--- config.mk ---
export PLATFORM = sky130hd
export DESIGN_NAME = video_timing_gen
export DESIGN_NICKNAME = d
export VERILOG_FILES = /design/src/rtl/video_pkg.sv /design/src/rtl/video_bar_pattern.sv /design/src/rtl/video_timing_gen.sv
export SDC_FILE = /design/constraint.sdc
export NUM_CORES = 1
export LEC_CHECK = 0
export ABC_AREA = 1
export CELL_PAD_IN_SITES_DETAIL_PLACEMENT = 1
export CELL_PAD_IN_SITES_GLOBAL_PLACEMENT = 1
export CORE_MARGIN = 2
export CORE_UTILIZATION = 38
export DETAILED_ROUTE_END_ITERATION = 10
export PLACE_DENSITY = 0.84
export SLEW_MARGIN = 5
export SYNTH_ARGS = -nofsm -noshare
export SYNTH_HDL_FRONTEND = slang
export SYNTH_SLANG_ARGS = --single-unit
--- constraint.sdc ---
create_clock -name clk_i -period 2.2 [get_ports clk_i]
set_clock_uncertainty 0.2 [all_clocks]
set_input_delay 0.22 -clock clk_i [delete_from_list [all_inputs] [get_ports clk_i]]
set_output_delay 0.22 -clock clk_i [all_outputs]
set_load 0.01 [all_outputs]
--- src/rtl/video_pkg.sv ---
// Shared constants for the video source: 1080p60 raster timing, colour types,
// the 8-bar test pattern table and bit positions inside the blank/sync buses.
package video_pkg;

  localparam int CNT_W = 12;

  localparam int T1080_H_ACTIVE = 1920;
  localparam int T1080_H_FP     = 88;
  localparam int T1080_H_SYNC   = 44;
  localparam int T1080_H_BP     = 148;
  localparam int T1080_H_TOTAL  = T1080_H_ACTIVE + T1080_H_FP + T1080_H_SYNC + T1080_H_BP;

  localparam int T1080_V_ACTIVE = 1080;
  localparam int T1080_V_FP     = 4;
  localparam int T1080_V_SYNC   = 5;
  localparam int T1080_V_BP     = 36;
  localparam int T1080_V_TOTAL  = T1080_V_ACTIVE + T1080_V_FP + T1080_V_SYNC + T1080_V_BP;

  localparam int T1080_BAR_W    = 240;

  typedef logic [23:0] rgb_t;

  localparam rgb_t RGB_WHITE   = 24'hFFFFFF;
  localparam rgb_t RGB_YELLOW  = 24'hFFFF00;
  localparam rgb_t RGB_CYAN    = 24'h00FFFF;
  localparam rgb_t RGB_GREEN   = 24'h00FF00;
  localparam rgb_t RGB_MAGENTA = 24'hFF00FF;
  localparam rgb_t RGB_RED     = 24'hFF0000;
  localparam rgb_t RGB_BLUE    = 24'h0000FF;
  localparam rgb_t RGB_BLACK   = 24'h000000;

  // Bit positions in vh_blank ({Vblank, Hblank}) and dvh_sync ({D_sync, Vsync, Hsync}).
  localparam int VB_BIT = 1;
  localparam int HB_BIT = 0;
  localparam int DS_BIT = 2;
  localparam int VS_BIT = 1;
  localparam int HS_BIT = 0;

  function automatic rgb_t bar_colour(input logic [2:0] idx);
    case (idx)
      3'd0:    bar_colour = RGB_WHITE;
      3'd1:    bar_colour = RGB_YELLOW;
      3'd2:    bar_colour = RGB_CYAN;
      3'd3:    bar_colour = RGB_GREEN;
      3'd4:    bar_colour = RGB_MAGENTA;
      3'd5:    bar_colour = RGB_RED;
      3'd6:    bar_colour = RGB_BLUE;
      default: bar_colour = RGB_BLACK;
    endcase
  endfunction

endpackage

--- src/rtl/video_bar_pattern.sv ---
// Colour bar generator: counts active pixels into fixed-width bars without a divider.
// Colour output is combinational from the bar index; the caller registers it.
module video_bar_pattern
  import video_pkg::*;
#(
  parameter int BAR_W = T1080_BAR_W
) (
  input  logic        clk_i,
  input  logic        rst_i,
  input  logic        cen_i,
  input  logic        act_i,
  input  logic        wrap_i,
  output logic [23:0] rgb_o
);

  localparam int SUB_W = (BAR_W > 1) ? $clog2(BAR_W) : 1;
  localparam logic [SUB_W-1:0] SUB_LAST = SUB_W'(BAR_W - 1);

  logic [SUB_W-1:0] sub_q;
  logic [2:0]       idx_q;

  // The index wraps 7 -> 0 on its own at the end of the active line; the line
  // wrap clear keeps both counters aligned even if a line was cut short by reset.
  always_ff @(posedge clk_i) begin
    if (rst_i) begin
      sub_q <= '0;
      idx_q <= '0;
    end else if (cen_i) begin
      if (wrap_i) begin
        sub_q <= '0;
        idx_q <= '0;
      end else if (act_i) begin
        if (sub_q == SUB_LAST) begin
          sub_q <= '0;
          idx_q <= idx_q + 3'd1;
        end else begin
          sub_q <= sub_q + SUB_W'(1);
        end
      end
    end
  end

  assign rgb_o = bar_colour(idx_q);

endmodule

--- src/rtl/video_timing_gen.sv ---
// Raster timing source: h/v counters, blank/sync decode and colour bars, all outputs
// registered one enabled cycle behind the counters and mutually aligned.
module video_timing_gen
  import video_pkg::*;
#(
  parameter int H_ACTIVE = T1080_H_ACTIVE,
  parameter int H_FP     = T1080_H_FP,
  parameter int H_SYNC   = T1080_H_SYNC,
  parameter int H_BP     = T1080_H_BP,
  parameter int V_ACTIVE = T1080_V_ACTIVE,
  parameter int V_FP     = T1080_V_FP,
  parameter int V_SYNC   = T1080_V_SYNC,
  parameter int V_BP     = T1080_V_BP,
  parameter int SYNC_POL = 1,
  parameter int BAR_W    = T1080_BAR_W
) (
  input  logic             clk_i,
  input  logic             rst_i,
  input  logic             cen_i,
  output logic [23:0]      vid_rgb_o,
  output logic [1:0]       vh_blank_o,
  output logic [2:0]       dvh_sync_o,
  output logic [CNT_W-1:0] h_cnt_o,
  output logic [CNT_W-1:0] v_cnt_o,
  output logic             frame_start_o
);

  localparam int H_TOTAL = H_ACTIVE + H_FP + H_SYNC + H_BP;
  localparam int V_TOTAL = V_ACTIVE + V_FP + V_SYNC + V_BP;

  localparam logic [CNT_W-1:0] H_ACT    = CNT_W'(H_ACTIVE);
  localparam logic [CNT_W-1:0] H_LAST   = CNT_W'(H_TOTAL - 1);
  localparam logic [CNT_W-1:0] HS_START = CNT_W'(H_ACTIVE + H_FP);
  localparam logic [CNT_W-1:0] HS_END   = CNT_W'(H_ACTIVE + H_FP + H_SYNC);
  localparam logic [CNT_W-1:0] V_ACT    = CNT_W'(V_ACTIVE);
  localparam logic [CNT_W-1:0] V_LAST   = CNT_W'(V_TOTAL - 1);
  localparam logic [CNT_W-1:0] VS_START = CNT_W'(V_ACTIVE + V_FP);
  localparam logic [CNT_W-1:0] VS_END   = CNT_W'(V_ACTIVE + V_FP + V_SYNC);

  localparam logic       SYNC_INV  = (SYNC_POL == 0);
  localparam logic [2:0] SYNC_IDLE = {1'b0, SYNC_INV, SYNC_INV};

  logic [CNT_W-1:0] h_q;
  logic [CNT_W-1:0] v_q;
  logic             h_last;
  logic             v_last;
  logic             hblank;
  logic             vblank;
  logic             hsync;
  logic             vsync;
  logic             de;
  rgb_t             bar_rgb;
  logic [1:0]       blank_d;
  logic [2:0]       sync_d;

  assign h_last = (h_q == H_LAST);
  assign v_last = (v_q == V_LAST);
  assign hblank = (h_q >= H_ACT);
  assign vblank = (v_q >= V_ACT);
  assign hsync  = (h_q >= HS_START) && (h_q < HS_END);
  // v only moves on the h wrap, so vsync naturally switches on whole lines.
  assign vsync  = (v_q >= VS_START) && (v_q < VS_END);
  assign de     = ~hblank & ~vblank;

  always_comb begin
    blank_d         = '0;
    blank_d[VB_BIT] = vblank;
    blank_d[HB_BIT] = hblank;
    sync_d          = '0;
    sync_d[DS_BIT]  = de;
    sync_d[VS_BIT]  = vsync ^ SYNC_INV;
    sync_d[HS_BIT]  = hsync ^ SYNC_INV;
  end

  video_bar_pattern #(
    .BAR_W (BAR_W)
  ) u_bars (
    .clk_i  (clk_i),
    .rst_i  (rst_i),
    .cen_i  (cen_i),
    .act_i  (de),
    .wrap_i (h_last),
    .rgb_o  (bar_rgb)
  );

  always_ff @(posedge clk_i) begin
    if (rst_i) begin
      h_q           <= '0;
      v_q           <= '0;
      vid_rgb_o     <= '0;
      vh_blank_o    <= 2'b11;
      dvh_sync_o    <= SYNC_IDLE;
      h_cnt_o       <= '0;
      v_cnt_o       <= '0;
      frame_start_o <= 1'b0;
    end else if (cen_i) begin
      h_q <= h_last ? '0 : h_q + CNT_W'(1);
      if (h_last) begin
        v_q <= v_last ? '0 : v_q + CNT_W'(1);
      end
      vid_rgb_o     <= de ? bar_rgb : RGB_BLACK;
      vh_blank_o    <= blank_d;
      dvh_sync_o    <= sync_d;
      h_cnt_o       <= h_q;
      v_cnt_o       <= v_q;
      frame_start_o <= (h_q == '0) && (v_q == '0);
    end
  end

endmodule

Yosys cells after proc, flatten, opt, wreduce, memory -nomap -nowiden:

Cells that the tools add are included.

* output and inout bits: 54
* flip-flop bits (word level): 89
* logic and storage cells: 53
* input port bits: 3

* reduce and logical (&&, ||, !) cells: 11
* multiplexer cells: 10
* order comparisons: 6
* equal/unequal tests: 9
* bitwise operators: 3
* add/sub/neg operators: 4

Operators by type and width (count)
* case mux 24 bit (7 select lines): 1
* greater-or-equal comparator 12 x 11 -> 1 bit, second input constant: 4
* adder 12 x 1 -> 12 bit, second input constant: 2
* logical NOT 12 bit: 2
* 2-to-1 mux 12 bit: 2
* 2-to-1 mux 24 bit: 1
* 2-to-1 mux 8 bit: 3
* equality test 12 x 11 -> 1 bit, second input constant: 1
* equality test 12 bit, second input constant: 1
* less-than comparator 12 x 11 -> 1 bit, second input constant: 1
* less-than comparator 12 bit, second input constant: 1
* equality test 3 bit, second input constant: 3
* 2-to-1 mux 3 bit: 3
* adder 8 x 1 -> 8 bit, second input constant: 1
* equality test 8 bit, second input constant: 1
* equality test 3 x 2 -> 1 bit, second input constant: 2
* AND reduction 2 bit: 2
* nonzero test 2 bit: 2
* adder 3 x 1 -> 3 bit, second input constant: 1
* equality test 3 x 1 -> 1 bit, second input constant: 1
* logical AND 1 bit: 3
* logical NOT 3 bit: 1
* AND reduction 3 bit: 1
* NOT 1 bit: 2
* bitwise AND 1 bit: 1

Depth between registers and ports, before layout:

Gate-level depths: netlist of the first run.

* depth after elaboration: 5
* mapped depth: 11
* mapped depth without buffers: 11

Hierarchy:

A second synthesis of the first run with hierarchy kept.

* cells, all modules: 648
* area total of the unflattened synthesis: 4515.6 um2

By module, submodules not included
* video_timing_gen: cells each 529, instances 1, area each 3649.8 um2
* video_bar_pattern: cells each 119, instances 1, area each 865.8 um2

Least setup slack after synthesis of the first run:

Ideal clock, no wire load.

* path type: register to register
* start point: register h_q[0]
* end point: register v_q[2]
* path buffers: 1
* library setup time: 0.116 ns
* arrival: 1.337 ns
* setup slack: 0.547 ns
* period minus slack after synthesis: 1.653 ns
* stages on the path, launching flop included: 10
* path through: dfxtp_1 -> ha_1 -> nand3_1 -> nor3_2 -> nand3_1 -> buf_2 -> nand2_2 -> inv_1 -> nor2_1 -> nor2_1

* longest elaborated chain between the ends: 2

RTL lines
* from (decl): RTL line video_timing_gen.sv:43 `logic [CNT_W-1:0] h_q;`
* from (signal assigned): RTL line video_timing_gen.sv:97 `h_q <= h_last ? '0 : h_q + CNT_W'(1);`
* equality test 12 bit: RTL line video_timing_gen.sv:56 `assign h_last = (h_q == H_LAST);`
* AND reduction 2 bit (no source line)
* to (signal assigned): RTL line video_timing_gen.sv:99 `v_q <= v_last ? '0 : v_q + CNT_W'(1);`
* to (decl): RTL line video_timing_gen.sv:44 `logic [CNT_W-1:0] v_q;`

Every way passes these cells.
A chain may end at the register's enable or synchronous reset.

Worst setup path in the final report of the first run:

* start point: register h_q[0]
* end point: register u_bars.idx_q[1]

* longest elaborated chain between the ends: 5
* elaborated cells on any way between the ends: 8

RTL lines
* greater-or-equal comparator 12 x 11 -> 1 bit: RTL line video_timing_gen.sv:58 `assign hblank = (h_q >= H_ACT);`
* NOT 1 bit: RTL line video_timing_gen.sv:63 `assign de = ~hblank & ~vblank;`
* bitwise AND 1 bit: RTL line video_timing_gen.sv:63
* nonzero test 2 bit (no source line)
* AND reduction 3 bit (no source line)
* to (signal assigned): RTL line video_bar_pattern.sv:35 `idx_q <= idx_q + 3'd1;`
* to (decl): RTL line video_bar_pattern.sv:20 `logic [2:0] idx_q;`

Several ways; a longest one is shown, not always the timed one.

==> results of run 1 <==
-- cells by family (layout without fill, tap and decap cells) --
kind of cell,after synthesis,after routing
compound gates,90,90
simple gates,214,214
xor+xnor,5,5
flops,68,68
fa+ha+maj,11,11
buf+inv,85,128
-- cells in the mapped netlist, types with 5 or more instances --
| master | n |
|---|---|
| dfxtp_1 | 68 |
| a21oi_1 | 50 |
| nor2_1 | 47 |
| nand4_1 | 10 |
| clkbuf_1 | 12 |
| nand3_1 | 44 |
| nand2_1 | 87 |
| xor2_1 | 5 |
| buf_4 | 22 |
| nor3_1 | 12 |
| buf_2 | 5 |
| inv_1 | 42 |
| ha_1 | 11 |
| o21ai_0 | 31 |
-- metrics by stage --
stage	setup WS [ns]	total power [mW]	std cells	cell area, um2
floorplan	0.547	1.47	473	3370
global placement	0.188	1.58	611	3940
detailed placement	0.0822	1.60	611	3940
CTS	0.182	2.48	624	4100
global route	0.0294	2.58	624	4100
finish	0.199	2.46	624	4100
-- layer usage --
layer | share of wire [%] | GRT usage [%] | vias to the layer above
li1 | - | - | 1618
met1 | 45 | 26.4 | 1580
met2 | 50 | 36.6 | 55
met3 | 3.6 | 4.51 | 9
met4 | 1.1 | 5.48 | 0
met5 | 0 | 0 | -
-- flip-flops by register name, summed over array words and instances (netlist names) --
register and cells:
dvh_sync_o 3, frame_start_o 1, h_cnt_o 12, h_q 12
u_bars.idx_q 3, u_bars.sub_q 8, v_cnt_o 12, v_q 12
vh_blank_o 2, vid_rgb_o 3
-- report_power, final --
part | switching [mW] | internal (mW) | total (mW)
Sequential | 0.0285 | 1.27 | 1.30
Clock | 0.443 | 0.449 | 0.892
Combinational | 0.133 | 0.136 | 0.269
-- final timing paths --
path	start	endpoint	slack [ns]	depth (start not counted)
worst min register to register	h_cnt_o[11]$_SDFFE_PP0P_	h_cnt_o[11]$_SDFFE_PP0P_	0.27	2
worst min-delay path	h_cnt_o[11]$_SDFFE_PP0P_	h_cnt_o[11]$_SDFFE_PP0P_	0.27	2
worst max-delay path	h_q[0]$_SDFFE_PP0P_	u_bars.idx_q[1]$_SDFFE_PP0P_	0.20	9
worst max register to register	h_q[0]$_SDFFE_PP0P_	u_bars.idx_q[1]$_SDFFE_PP0P_	0.20	9
-- layout make-up --
class	instances	area (um2)
sequential	68	1360
clock inverter	2	12.5
clock buffer	11	151
multi-input combinational	320	1600
inverter	46	173
timing repair buffer	69	671
tap	108	135
fill	1118	4570
-- worst max-delay path, stage by stage, from the launching register on --
cell,delay [ns]
dfxtp_1,0.36
ha_1,0.20
nand3_1,0.10
nor3_2,0.17
nand2_1,0.30
nand2_1,0.28
nand2_1,0.13
nand2_1,0.07
nand2_1,0.06
nor2_1,0.08
==> results.toml, run 1 <==
[power]
power-per-cell-area_nw_per_um2 = 599
worst_ir_drop_vdd_v = 0.000369
cellLeakagePower_nw = 1.61

[cells_and_area]
post_route_cells_drive_above_1_share_pct = 6.59
finalCoreUtilization_pct = 47.3
mostFrequentLayoutCells = "87 x nand2_1, 68 x dfxtp_1, 56 x clkdlybuf4s50_1, 50 x a21oi_1, 47 x nor2_1"
most_common_cell_after_layout_fill_and_taps_aside = "nand2_1"
syn2layout_area_growth_pct = 21.8
antenna-diode-count = 0
fin_nets = 528

[clocking]
cts_inserted_buffers = 9
clkLatencyLatePin_ns = 0.35
tritoncts_clock_tree = "done"
ctsLongestPathBuffers = 2
cts_root_buf = "clkbuf_8"
htree_num_levels = 3
cts_post_setup_buffers_inserted = 0
clock-sinks = 68
cts.clk_slew.worst_paths_ns = 0.07
cts.hold.buffers_added = 0
cts_resized = 0

[worst_setup_path]
timing.critical_path.to_type = "register"
worst-setup-path-type = "reg2reg"
startpoint_type = "register"
critical_path_peak_fanout = 9
timing.critical_path.required_ns = 2.29
cp.arrival_ns = 2.09

[synth]
synth_area_leader_cell = "dfxtp_1"
dominant_synthesized_flop_cell = "dfxtp_1"
synth_fp_nets = 487
yosys-top-cells-area = "dfxtp_1 40%, nand2_1 9.7%, a21oi_1 7.4%"
yosys_register_bits = 68
yosys_warnings = 0
synth_area_per_cell_um2 = 7.12
synthesized_area_fraction_occupied_by_xor_and_xnor_cells_pct = 1.30
synth_area_um2 = 3370
main_combinational_cell_family_by_area_after_synthesis = "simple AND/OR/NAND/NOR gates"
synthDominantCellAreaShare_pct = 40.4
synth_compound_area_share_pct = 13.9
post_synth_num_cell_types = 30
synth-edff-count = 0
postSynth.asyncResetShare_pct = 0
muxShareOfSynthArea_pct = 0
synth_seq_area_share_pct = 40.4
synthCells = 473
synth_simple_gate_area_share_pct = 28.2
synth-adder-area-share_pct = 4.08

[sta]
max_slew.worst_pin.slew_ns = 0.434
fin_tns_setup_ns = 0
whs_ns = 0.273
hold_violations = 0
timing.final.crit_share_pct = 91.0
slew_violations = 0
layout_min_cycle_time_ns = 2.00
rsz0062_at_grt = "no"
slew_headroom_pct = 70.8
finalSetupViolations = 0
max_freq_mhz = 500

[route]
routed-via-count = 3262
viasPerCell = 5.23
detailedRoute.firstIterationViolations = 217
antenna_left = 0
detail_route.wirelength_um = 9820
post_drt_wl_per_cell_um = 15.7
firstDrtPassIters = 4
drc = 0

[run]
drv_cap = 0

[placement]
gpl.final_weighted_congestion = 0.884
io_buffers = 56
dp.final_hpwl_um = 7440

[die]
num_rows = 34
placeableCoreArea_um2 = 8680
die_area_um2 = 9640
initial_core_util_pct = 38.8
die_w_um = 98.2
num_io_pins = 57
die-height_um = 98.2

[global_routing]
initial_antenna_violation_count = 0
first_pass_grt_wire_length_um = 16400
gr-usage-all-layers_pct = 21.0
grt_overflow = 0
grt_max_degree = 46
number_of_global_route_vias_before_repair = 3371

[status]
status = "finished clean"

[hold_path]
path_category_of_the_worst_min_delay_check = "reg2reg"
Power figures use the tool's default switching activity.
==> run 2: changes to the inputs <==
MAX_ROUTING_LAYER = met4   (was unset)
==> run 2 against run 1 <==
Largest cell class unchanged. Sequential share of layout area fell by 0.18 points. Utilization is 0.26 points higher. Global-route usage is 1.2 points higher.
==> results.toml, run 2 (synthesis results as in run 1) <==
[route]
wirelength_met1_um = 4590
antenna_left = 0
detail_route.wirelength_um = 9920
routed-via-count = 3330
firstDrtPassIters = 4
post_drt_wl_per_cell_um = 15.8
viasPerCell = 5.30
detailedRoute.firstIterationViolations = 105
met2RoutedLength_um = 4900
drc = 0
dr.max_layer_used = "met4"
routed-wl-met3_um = 287

[sta]
max_freq_mhz = 502
finalSetupViolations = 0
slew_violations = 0
whs_ns = 0.281
fin_tns_setup_ns = 0
hold_violations = 0
timing.final.crit_share_pct = 90.6
max_slew.worst_pin.slew_ns = 0.468
rsz0062_at_grt = "no"
postLayoutSetupSlackWorst_ns = 0.208
layout_min_cycle_time_ns = 1.99
slew_headroom_pct = 68.6

[cells_and_area]
finalCoreUtilization_pct = 47.5
antenna-diode-count = 0
fin_nets = 530
stdcell_count = 628
n_fill_cell = 1112
mostFrequentLayoutCells = "86 x nand2_1, 68 x dfxtp_1, 56 x clkdlybuf4s50_1, 50 x a21oi_1, 47 x nor2_1"
syn2layout_area_growth_pct = 22.5
post_route_cells_drive_above_1_share_pct = 7.12
most_common_cell_after_layout_fill_and_taps_aside = "nand2_1"
finish.instance_area_um2 = 4130

[die]
num_io_pins = 57
die-height_um = 98.2
num_rows = 34
initial_core_util_pct = 38.8
die_w_um = 98.2
die_area_um2 = 9640
placeableCoreArea_um2 = 8680

[status]
status = "finished clean"

[worst_setup_path]
worstPathCellList = "ha_1 > nand3_1 > nor3_2 > nand3_1 > buf_12 > clkinv_1 > nand3_1 > nand2_1 > nor2_1"
critical_path_peak_fanout = 20
r2r_setup_slack_ns = 0.21
setup.worst_path.end = "v_q[3]$_SDFFE_PP0P_"
crit-reg2reg-capture = "v_q[3]$_SDFFE_PP0P_"
startpoint_type = "register"
critical_path.startpoint = "h_q[0]$_SDFFE_PP0P_"
timing.critical_path.slowest_cell_delay_ns = 0.36
worst_path_most_repeated_cell = "nand3_1"
timing.critical_path.slowest_stage_cell = "dfxtp_1"
timing.rr.start = "h_q[0]$_SDFFE_PP0P_"
cp.arrival_ns = 2.03
worst_r2r_path_cells = 9
timing.critical_path.to_type = "register"
worst-setup-path-type = "reg2reg"
timing.critical_path.required_ns = 2.24

[power]
total_power_of_the_final_layout_mw = 2.49
power.internal_mw = 1.87
switching_share_pct = 25.1
power.switching_mw = 0.624
combinationalPowerShare_pct = 10.8
worst_ir_drop_vdd_v = 0.000360
cellLeakagePower_nw = 1.63
share_seq_of_total_power_pct = 52.1
power-per-cell-area_nw_per_um2 = 603
p_clk_share_pct = 37.1

[placement]
post-place-ws_ns = 0.0655
gpl.final_weighted_congestion = 0.841
dp.final_hpwl_um = 7480
io_buffers = 56
postPlaceCellArea_um2 = 3960
post-place-cells = 613

[clocking]
htree_num_levels = 3
clkLatencyLatePin_ns = 0.35
cts.hold.buffers_added = 0
tritoncts_clock_tree = "done"
clock-sinks = 68
cts_resized = 0
ctsLongestPathBuffers = 2
cts_root_buf = "clkbuf_8"
cts_post_setup_buffers_inserted = 0
cts.clk_slew.worst_paths_ns = 0.07
cts_inserted_buffers = 9

[global_routing]
first_pass_grt_wire_length_um = 16800
gr-usage-all-layers_pct = 22.2
grt_max_degree = 46
grt_overflow = 0
number_of_global_route_vias_before_repair = 3449
initial_antenna_violation_count = 0

[hold_path]
path_category_of_the_worst_min_delay_check = "reg2reg"

[run]
drv_cap = 0
-- run 2: cell count changes in the layout (fill, tap and decap cells not counted) --
cell,change
clkinvlp_4,-1
nand2_2,+1
clkbuf_1,+2
buf_4,+2
nand2_1,-1
clkinv_2,+1
-- run 2: per-layer routing --
layer / track usage, % / vias to the layer above
met3: 3.01 / 16
li1: - / 1629
met2: 36.4 / 61
met1: 28.4 / 1624
met5: - / -
met4: 7.17 / 0
-- run 2: area by class of cell --
type,count,area (um2),share of cell area [%]
timing repair buffer,71,686,16.6
sequential,68,1360,33.0
multi-input combinational,320,1600,38.8
clock buffer,13,159,3.85
inverter,46,173,4.18
tap,108,135,3.27
clock inverter,2,10.0,0.243
-- run 2: worst min-delay path by stage --
stage	startpoint	to	slack, ns	cells after the start
2_1_floorplan	cen_i	h_cnt_o[11]$_SDFFE_PP0P_	0.18	2
3_3_place_gp	v_cnt_o[10]$_SDFFE_PP0P_	v_cnt_o[10]$_SDFFE_PP0P_	0.26	2
3_5_place_dp	v_cnt_o[10]$_SDFFE_PP0P_	v_cnt_o[10]$_SDFFE_PP0P_	0.28	2
4_1_cts	v_cnt_o[10]$_SDFFE_PP0P_	v_cnt_o[10]$_SDFFE_PP0P_	0.29	2
5_1_grt	h_cnt_o[11]$_SDFFE_PP0P_	h_cnt_o[11]$_SDFFE_PP0P_	0.31	2
6_report	v_cnt_o[10]$_SDFFE_PP0P_	v_cnt_o[10]$_SDFFE_PP0P_	0.28	2
-- run 2: critical path, delay by kind of cell, from the launching register on --
family	cells	cell delay, ns
simple gates	6	0.72
buf+inv	2	0.39
flops	1	0.36
fa+ha+maj	1	0.22
-- run 2: power groups by stage --
stage	Sequential, mW	Clock, mW	Combinational, mW
3_5_place_dp	1.32	0	0.270
6_report	1.30	0.925	0.269
4_1_cts	1.30	0.938	0.272
3_3_place_gp	1.32	0	0.263
5_1_grt	1.30	0.984	0.292
2_1_floorplan	1.33	0	0.136
